File: config.mk
export PLATFORM = sky130hd
export DESIGN_NAME = tx_qam_src
export DESIGN_NICKNAME = d
export VERILOG_FILES = /design/src/rtl/tx_qam_src.sv
export SDC_FILE = /design/constraint.sdc
export NUM_CORES = 1
export LEC_CHECK = 0
export BUFFER_PORTS_ARGS = -buffer_cell sky130_fd_sc_hd__buf_4
export CAP_MARGIN = 20
export CORE_ASPECT_RATIO = 0.7
export CORE_MARGIN = 4
export CORE_UTILIZATION = 51
export DETAILED_ROUTE_END_ITERATION = 8
export HOLD_SLACK_MARGIN = 0.12
export PLACE_DENSITY = 0.79
export SETUP_SLACK_MARGIN = 0.4
export SKIP_LAST_GASP = 1
export SLEW_MARGIN = 20
export SYNTH_ARGS = -nofsm -noshare
export SYNTH_HDL_FRONTEND = slang
export SYNTH_SLANG_ARGS = --single-unit
File: constraint.sdc
create_clock -name clk -period 1.96 [get_ports clk]
set_clock_uncertainty 0.2 [all_clocks]
set_input_delay 0 -clock clk [delete_from_list [all_inputs] [get_ports clk]]
set_output_delay 0 -clock clk [all_outputs]
set_load 0.02 [all_outputs]
File: src/rtl/tx_qam_src.sv
// PRBS9-driven QPSK / 16-QAM baseband symbol source with a valid/ready output
// handshake, a synchronous re-seed/flush and an accepted-symbol counter.
module tx_qam_src #(
  parameter int          DATA_WIDTH = 16,
  parameter logic [8:0]  SEED       = 9'h1FF,
  parameter int          QPSK_AMP   = 23170,
  parameter int          QAM_LVL    = 7327,
  parameter int          CNT_W      = 16
) (
  input  logic                         clk,
  input  logic                         rst_n,
  input  logic                         en,
  input  logic                         mode,
  input  logic                         sync_clr,
  input  logic                         out_ready,
  output logic                         out_valid,
  output logic signed [DATA_WIDTH-1:0] tx_i,
  output logic signed [DATA_WIDTH-1:0] tx_q,
  output logic        [CNT_W-1:0]      sym_cnt
);

  if (SEED == 9'd0) begin : g_bad_seed
    $error("tx_qam_src: SEED must be non-zero");
  end
  if (3 * QAM_LVL >= (1 << (DATA_WIDTH - 1))) begin : g_bad_lvl
    $error("tx_qam_src: 3*QAM_LVL does not fit in DATA_WIDTH");
  end

  localparam logic signed [DATA_WIDTH-1:0] AMP  = DATA_WIDTH'(QPSK_AMP);
  localparam logic signed [DATA_WIDTH-1:0] LVL1 = DATA_WIDTH'(QAM_LVL);
  localparam logic signed [DATA_WIDTH-1:0] LVL3 = DATA_WIDTH'(3 * QAM_LVL);

  // Gray-coded 16-QAM axis level: sign from the first bit, magnitude from the second.
  function automatic logic signed [DATA_WIDTH-1:0] qam_level(input logic sgn, input logic mag);
    case ({sgn, mag})
      2'b00:   qam_level = LVL3;
      2'b01:   qam_level = LVL1;
      2'b11:   qam_level = -LVL1;
      default: qam_level = -LVL3;
    endcase
  endfunction

  logic [8:0]                   lfsr;
  logic [8:0]                   lfsr_nxt;
  logic [8:0]                   stage [4];
  logic [3:0]                   bits;
  logic signed [DATA_WIDTH-1:0] sym_i;
  logic signed [DATA_WIDTH-1:0] sym_q;
  logic                         gen;
  logic                         acc;

  assign acc = out_valid && out_ready;
  assign gen = en && !sync_clr && (!out_valid || out_ready);

  // Unroll four LFSR steps; QPSK simply stops after the second.
  // NOTE: every always_comb output gets a default first so no path can infer a latch.
  always_comb begin
    logic [8:0] s;
    s = lfsr;
    bits = '0;
    for (int k = 0; k < 4; k++) begin
      bits[k]  = s[8] ^ s[4];
      s        = {s[7:0], bits[k]};
      stage[k] = s;
    end
    lfsr_nxt = mode ? stage[3] : stage[1];
  end

  always_comb begin
    sym_i = '0;
    sym_q = '0;
    if (mode) begin
      sym_i = qam_level(bits[0], bits[1]);
      sym_q = qam_level(bits[2], bits[3]);
    end else begin
      sym_i = bits[0] ? -AMP : AMP;
      sym_q = bits[1] ? -AMP : AMP;
    end
  end

  // NOTE: state registers use non-blocking assignments so all flops update from pre-edge values.
  always_ff @(posedge clk or negedge rst_n) begin
    if (!rst_n) begin
      lfsr      <= SEED;
      out_valid <= 1'b0;
      tx_i      <= '0;
      tx_q      <= '0;
      sym_cnt   <= '0;
    end else if (sync_clr) begin
      lfsr      <= SEED;
      out_valid <= 1'b0;
      tx_i      <= '0;
      tx_q      <= '0;
      sym_cnt   <= '0;
    end else begin
      if (acc) begin
        sym_cnt <= sym_cnt + 1'b1;
      end
      if (gen) begin
        lfsr      <= lfsr_nxt;
        tx_i      <= sym_i;
        tx_q      <= sym_q;
        out_valid <= 1'b1;
      end else if (acc) begin
        out_valid <= 1'b0;
      end
    end
  end

endmodule

-- After elaboration in Yosys (flattened, before gate mapping)
Index checks and enable logic that the tools add are counted.
- add/sub/neg operators: 1
- equal/unequal tests: 4
- mux-type cells: 18
- bitwise logic cells: 4
- reduce and logical (&&, ||, !) cells: 11
- operators with widths (operator ; number):
    16-bit 2-to-1 mux ; 10
    16-bit case mux with 3 select lines ; 2
    9-bit 2-to-1 mux ; 3
    16-bit by 1-bit adder with 16-bit output (second input constant) ; 1
    2-bit by 1-bit == test with 1-bit output (second input constant) ; 2
    2-bit == test (second input constant) ; 2
    2-bit zero test ; 2
    2-bit nonzero test ; 2
    1-bit bitwise XOR ; 4
    1-bit logical AND ; 3
    1-bit 2-to-1 mux ; 3
    3-bit nonzero test ; 1
    1-bit zero test ; 2
    1-bit logical OR ; 1
- register bits after elaboration: 58
- input bits: 6
- logic and storage cells: 43

-- Longest topological paths before layout
Gate-level depths: netlist of the first run.
- depth in word-level cells: 6
- depth in mapped cells: 6
- gate-level depth less buffers: 5

-- Worst setup path before layout of the first run
OpenSTA, ideal clock, no wires.
- path kind: reg-to-reg
- from: register sym_cnt[7]
- to: register sym_cnt[14]
- library setup time: 78 ps
- data arrival time: 1505 ps
- slack: 177 ps
- stages on the path, launching flop included: 5
- path buffers: 0
- cells stage by stage: dfrtp_1 > and4_1 > nand3_2 > or4_1 > a21oi_1
- cells in the longest elaborated chain, start to end: 3
- RTL lines (item ; line ; text):
    from (decl) ; 19 ; output logic [CNT_W-1:0] sym_cnt
    from (signal assigned) ; 97 ; sym_cnt <= sym_cnt + 1'b1;
    16-bit by 1-bit adder with 16-bit output ; 97 ;
    16-bit 2-to-1 mux ; 96 ; if (acc) begin
    16-bit 2-to-1 mux ; 89 ; end else if (sync_clr) begin
No other way between the ends. The select of a mux whose other input is x is not followed.
A chain may end at the register's enable or synchronous reset.

-- Worst setup path in the final report of the first run
- from: register lfsr[4]
- to: register tx_i[8]
- cells in the longest elaborated chain, start to end: 6
- elaborated cells between the ends (all ways): 9
- RTL lines (item ; line ; text):
    from (decl) ; 43 ; logic [8:0] lfsr;
    from (signal assigned) ; 100 ; lfsr <= lfsr_nxt;
    1-bit bitwise XOR * ; 62 ; bits[k] = s[8] ^ s[4];
    2-bit == test (tied with other cells) ; 35 ; case ({sgn, mag})
    16-bit case mux with 3 select lines ; 35 ;
    16-bit 2-to-1 mux * ; 72 ; if (mode) begin
    16-bit 2-to-1 mux * ; 99 ; if (gen) begin
    16-bit 2-to-1 mux * ; 89 ;
    to (signal assigned) ; 101 ; tx_i <= sym_i;
    to (decl) ; 17 ; output logic signed [DATA_WIDTH-1:0] tx_i,
Mark *: on every way between the ends. The rest lies on a longest branch, timed or not. The select of a mux whose other input is x is not followed.

==> results of run 1 <==
-- power by group through the flow --
stage	Sequential, mW	Combinational (mW)	Clock (mW)
4_1_cts	0.998	0.488	0.599
3_5_place_dp	1.02	0.434	0
6_report	0.999	0.500	0.584
2_1_floorplan	1.05	0.260	0
5_1_grt	1.01	0.542	0.648
3_3_place_gp	1.01	0.426	0
-- layout by cell type (no fill, tap or decap), drive strengths merged --
master	count
nor2	29
mux2i	5
a21oi	16
xnor2	5
o21ai	3
or4	2
nand4	7
o211ai	1
or2	2
nor3	2
a311oi	4
dfrtp	34
nand3b	2
nand2	21
clkbuf	5
xor2	14
and4	4
ha	1
or3	2
dlygate4sd3	5
clkinvlp	2
nor3b	1
a211oi	4
dfstp	9
a211o	6
buf	85
and3	1
dlymetal6s4s	1
nand3	8
inv	2
nand2b	4
o41ai	1
and2	3
o31ai	2
-- layout make-up --
| class | instances | share of cell area [%] |
|---|---|---|
| Sequential cell | 43 | 36.3 |
| Multi-Input combinational cell | 150 | 34.9 |
| Timing Repair Buffer | 91 | 23.6 |
| Clock buffer | 5 | 2.27 |
| Tap cell | 52 | 2.14 |
| Clock inverter | 3 | 0.783 |
| Inverter | 1 | 0.124 |
-- logic make-up after synthesis --
family | share of synthesized area (%)
muxes | 2.29
adders and majority gates | 0.572
and+or+nand+nor | 20.2
buffers and inverters | 8.52
DFF | 49.7
xor gates and xnor gates | 7.60
AOI/OAI and AO/OA | 11.1
-- flip-flops by register name (all words and copies together), names as in the netlist --
register   flops
lfsr           9
out_valid      1
sym_cnt       16
tx_i           9
tx_q           8
-- critical path: stages (launching register included) --
cell and delay [ns]:
dfstp_2 0.60, xor2_4 0.10, and3_4 0.18, or3_4 0.36, a21oi_2 0.13
-- worst min-delay path by stage --
stage                         from          end  depth (start not counted)
after floorplan              rst_n    out_valid                          0
after global placement       rst_n     tx_i[11]                          1
after detailed placement     rst_n     tx_i[11]                          1
after CTS                 sync_clr  sym_cnt[10]                          2
after global routing      sync_clr   sym_cnt[0]                          2
final                     sync_clr   sym_cnt[8]                          2
-- metal layers --
layer,wire [µm],up-vias,GRT usage [%]
li1,-,898,-
met1,2410,886,28.4
met2,2500,70,29.5
met3,340,9,5.53
met4,68,0,6.03
met5,0,-,0
-- stage by stage --
| stage | power [mW] | area, µm² | util (%) | hold slack [ns] | setup WS [ns] |
|---|---|---|---|---|---|
| after floorplan | 1.31 | 2260 | - | -0.496 | 0.287 |
| after global placement | 1.44 | 2570 | 64.1 | -0.179 | 0.261 |
| after detailed placement | 1.45 | 2570 | 64.1 | -0.182 | 0.204 |
| after CTS | 2.09 | 2950 | 73.4 | -0.0745 | 0.301 |
| after global routing | 2.20 | 3040 | 75.6 | -0.0502 | 0.249 |
| final | 2.08 | 3040 | 75.6 | -0.0623 | 0.312 |
-- what timing repair did --
action	4_1_cts	5_1_grt
pin swaps	9	15
endpoints found under the hold margin	86	42
setup endpoints to repair	13	31
resized for setup	12	15
buffers inserted	23	4
==> flow_summary.yaml, run 1 <==
grt:
  grt_pass1_vias: 1768
  grt_max_degree: 45
  gr-usage-all-layers_pct: 19.9
  grt_pass1_wl_um: 8630
  grt_antenna_before_repair: 0
  grt_overflow_total: 0
worst_setup_path:
  reg2reg_to: "tx_i[8]"
  critPathKind: "register to register"
  crit_fanout: 6
  cp-endpoint: "tx_i[8]"
  ff2ff_path_depth: 4
  startpoint: "lfsr[4]"
  arrival_ns: 1.67
  crit_path_end_kind: "register"
  r2r_start: "lfsr[4]"
  cp.required_ns: 1.98
  crit_path_start_kind: "register"
  reg2reg_slack_ns: 0.31
status:
  violations: "negative hold slack"
  status: "finished with violations"
logic_synthesis:
  synthCells: 224
  yosys.area.top_type: "dfrtp_1"
  synth.top_cell.area_share_pct: 38.9
  synth_edf_count: 0
  ys_seq_elements: 43
  avgSynthCellArea_um2: 9.77
  yosysSeqAreaShare_pct: 49.7
  ys_types: 36
  synth-main-ff-cell: "dfrtp_1"
  yosys_warnings: 0
  synth_commonest_cells: "dfrtp_1, nor2_1, nand2_1, a21oi_1, buf_4"
  synth_area_um2: 2190
  synthArstFlopShare_pct: 100
  synth_fp_nets: 231
  synth_most_common_cell: "dfrtp_1"
  netlist_top_cells_area: "dfrtp_1, dfstp_2, xor2_1"
min_path:
  hp-class: "primary input to register"
power:
  power_frac_clock_pct: 28.0
  power_density_nw_per_um2: 686
  combPwrFrac_pct: 24.0
  swShare_pct: 31.4
  ir_drop_v: 0.000529
  p_sw_mw: 0.654
  share_seq_of_total_power_pct: 48.0
  p_leak_nw: 1.42
  p_int_mw: 1.43
sta:
  maxSlewHeadroom_pct: 64.1
  setup_viol: 0
  hold_violations: 23
  fmax_mhz: 607
  fin_crit_ns: 1.65
  tns_ns: 0
  period_share_pct: 84.1
  fin_hold_ws_ns: -0.0623
  rsz0062_at_grt: "yes"
  slew_violations: 0
  worst_pin_slew_ns: 0.538
clock_network:
  cts_tree: "yes"
  cts_buffers: 5
  clk_pin_slew_ns: 0.09
  clockBufferDepth: 2
  cts-root-buf: "clkbuf_8"
  worstSkewPairLatency_ns: 0.30
  hold_buffers: 6
  htreeDepth: 2
  clock_sinks: 43
floorplanning:
  pin_count: 55
  num_rows: 19
  die_w_um: 86.3
  dieHeight_um: 62.8
  die-area_um2: 5420
  core-area_um2: 4020
  start_util_pct: 54.5
drt:
  drtAntennaViolNets: 0
  via_per_inst: 5.40
  totalWireLength_um: 5320
  drcViolationCount: 0
  drt-pass1-iter-count: 4
  drt_iter0_drc: 143
  detail_route.wl_per_cell_um: 15.4
  vias: 1863
final_layout:
  multiInputGateArea_um2: 1060
  regArea_um2: 1100
  area_growth_pct: 38.8
  num-nets-final: 299
  drive_gt1_share_pct: 47.1
  finalNonFillerCells: 345
  nFillCells: 276
  diodes: 0
run:
  cap_violations: 0
placed_design:
  dp_hpwl_um: 3360
  io_buffer_count: 54
  place_congestion: 0.754
  dp_cells: 304
No activity file was read; power rests on OpenSTA's default activity.
==> run 2, diff against run 1 <==
- ABC_AREA: default -> 1
- PLACE_DENSITY: 0.79 -> 0.78
- clock period: 1.96 -> 1.6 ns (I/O delays scaled with it)
==> run 2 against run 1 <==
Combinational power increased by 47%. Critical path depth grew 5. The flow still finishes with violations (negative hold slack). First-iteration DRC count is 120% higher. Worst hold slack got worse by 0.24 ns. Synthesized cell count is 32% higher. Via count up 36%. Worst setup slack worse by 0.28 ns. Sequential power rose by 21%. Die area up 6.4%. Synthesized area grew 7.2%.
==> flow_summary.yaml, run 2 <==
sta:
  fin_crit_ns: 1.57
  setup_viol: 0
  hold_violations: 11
  slew_violations: 0
  worst_pin_slew_ns: 0.552
  maxSlewHeadroom_pct: 63.2
  fin_hold_ws_ns: -0.307
  fmax_mhz: 637
  period_share_pct: 98.1
  setup_slack_ns: 0.0309
  rsz0062_at_grt: "yes"
logic_synthesis:
  synth-main-ff-cell: "dfrtp_1"
  ys_types: 30
  yosysSeqAreaShare_pct: 46.3
  synth_fp_nets: 302
  synthArstFlopShare_pct: 100
  synth_most_common_cell: "nand2_1"
  synth.top_cell.area_share_pct: 36.3
  ys_seq_elements: 43
  synth_area_um2: 2350
  yosys_warnings: 0
  yosys.area.top_type: "dfrtp_1"
  synthCells: 295
  synth_commonest_cells: "nand2_1, dfrtp_1, inv_1, nor2_1, o21ai_0"
  synth_edf_count: 0
  netlist_top_cells_area: "dfrtp_1, nand2_1, dfstp_2"
  avgSynthCellArea_um2: 7.95
worst_setup_path:
  crit_path_start_kind: "primary input"
  crit_fanout: 6
  cp.required_ns: 1.64
  crit_slowest_cell: "dlygate4sd3_1"
  critical_path.cell_chain: "buf_4, inv_2, dlygate4sd3_1, nand3_4, inv_6, nand2_4, inv_4, nand2_2, nand2_1"
  critPathKind: "primary input to register"
  crit_path_end_kind: "register"
  cpPeakStageDelay_ns: 0.79
  arrival_ns: 1.61
clock_network:
  htreeDepth: 2
  worstSkewPairLatency_ns: 0.32
  cts_tree: "yes"
  clockBufferDepth: 2
  cts-root-buf: "clkbuf_8"
  cts_buffers: 5
  clock_sinks: 43
  clk_pin_slew_ns: 0.09
floorplanning:
  num_rows: 20
  die-area_um2: 5770
  dieHeight_um: 64.7
  die_w_um: 89.1
  core-area_um2: 4380
  start_util_pct: 53.6
  pin_count: 55
grt:
  grt_pass1_wl_um: 9990
  grt_antenna_before_repair: 0
  grt_max_degree: 44
  grt_overflow_total: 0
  gr-usage-all-layers_pct: 22.6
  grt_pass1_vias: 2048
final_layout:
  layout_common_cells: "buf_4, nand2_1, nand2_2, dfrtp_1, nand2_4"
  design_area_um2: 3640
  layout.cells.most_common: "buf_4"
  nFillCells: 209
  drive_gt1_share_pct: 62.8
  area_growth_pct: 55.2
  diodes: 0
  top_register: "sym_cnt"
  final_util_pct: 83.1
  top_regs: "sym_cnt (16), lfsr (9), tx_i (9)"
  finalNonFillerCells: 437
  largest_reg_flops: 16
  num-nets-final: 388
placed_design:
  place_ws_ns: 0.133
  place_congestion: 0.777
  dp_cells: 387
  io_buffer_count: 54
  place_area_um2: 2770
  dp_hpwl_um: 3760
drt:
  detail_route.wl_per_cell_um: 20.1
  vias: 2525
  drt_iter0_drc: 312
  drt-pass1-iter-count: 6
  drtAntennaViolNets: 0
  drcViolationCount: 0
  totalWireLength_um: 8780
  via_per_inst: 5.78
status:
  status: "finished with violations"
  violations: "negative hold slack"
min_path:
  hp-class: "primary input to register"
power:
  p_leak_nw: 1.85
  ir_drop_v: 0.00113
  power.total_mw: 2.88
  power_density_nw_per_um2: 790
run:
  cap_violations: 0
## run 2: cell types whose count changed in the layout (fill, tap and decap cells not counted), moves of 6 or more
cell / change
nand2_4: +20
buf_6: +7
nand2_2: +28
o21ai_1: +7
xor2_1: -13
nand3_2: +8
nand4_1: -7
inv_1: +13
inv_2: +15
nor2_1: -14
nand2_1: +39
a211o_1: -6
## run 2: what timing repair did
action | 4_1_cts | 5_1_grt
hold buffers | 4 | 1
cloned | 1 | 0
buffers inserted | 17 | 20
pin swaps | 26 | 41
gates resized for setup | 51 | 73
endpoints found under the setup margin | 40 | 41
endpoints found under the hold margin | 86 | 75
## run 2: final cells by class
class                   count  area, µm²  area share, %
multi-input cells         195       1350           37.0
flip-flops and latches     43       1100           30.3
repair buffers            100        847           23.3
inverters                  36        159           4.36
clock buffers               6       82.6           2.27
well taps                  55       68.8           1.89
clock inverters             2       35.0          0.962
## run 2: logic make-up (layout without fill, tap and decap cells)
| kind of cell | Yosys count | after routing | share of synthesized area (%) |
|---|---|---|---|
| DFF | 43 | 43 | 46.3 |
| and+or+nand+nor | 152 | 152 | 29.3 |
| buffers and inverters | 57 | 144 | 12.9 |
| adders and majority gates | 1 | 1 | 0.533 |
| AOI/OAI and AO/OA | 42 | 42 | 10.9 |
## run 2: worst paths after layout
kind / start / depth (start not counted) / slack [ns] / end
max: sync_clr / 9 / 0.03 / tx_q[9]
min reg2reg: lfsr[8] / 2 / 0.31 / lfsr[8]
min in group asynchronous: rst_n / 2 / 0.01 / tx_i[1]
min: sync_clr / 2 / -0.31 / sym_cnt[6]
max in group asynchronous: rst_n / 2 / 0.76 / sym_cnt[10]
max reg2reg: lfsr[3] / 5 / 0.04 / lfsr[7]
## run 2: power breakdown
group	switching, mW	internal [mW]	leakage [nW]
Clock	0.422	0.506	0.0612
Sequential	0.0611	1.15	0.537
Combinational	0.438	0.296	1.25
Total	0.921	1.95	1.85
## run 2: through the flow
stage / hold WS, ns / TNS, ns
after CTS: -0.117 / 0
after detailed placement: -0.178 / 0
after floorplan: -0.496 / 0
after global routing: -0.314 / -0.0580
final: -0.307 / 0
after global placement: -0.174 / 0
## run 2: critical path: cells and delay by family
| family | cells | cell delay (ns) |
|---|---|---|
| simple gates | 4 | 0.39 |
| buf+inv | 5 | 1.21 |
## run 2: metal layers
layer / vias to the layer above / share of wire, % / global-route usage [%]
met5: - / 0 / 0
met4: 0 / 5.4 / 8.92
met3: 58 / 11 / 4.07
met2: 224 / 47 / 33.1
met1: 1160 / 36 / 33.1
li1: 1083 / - / -
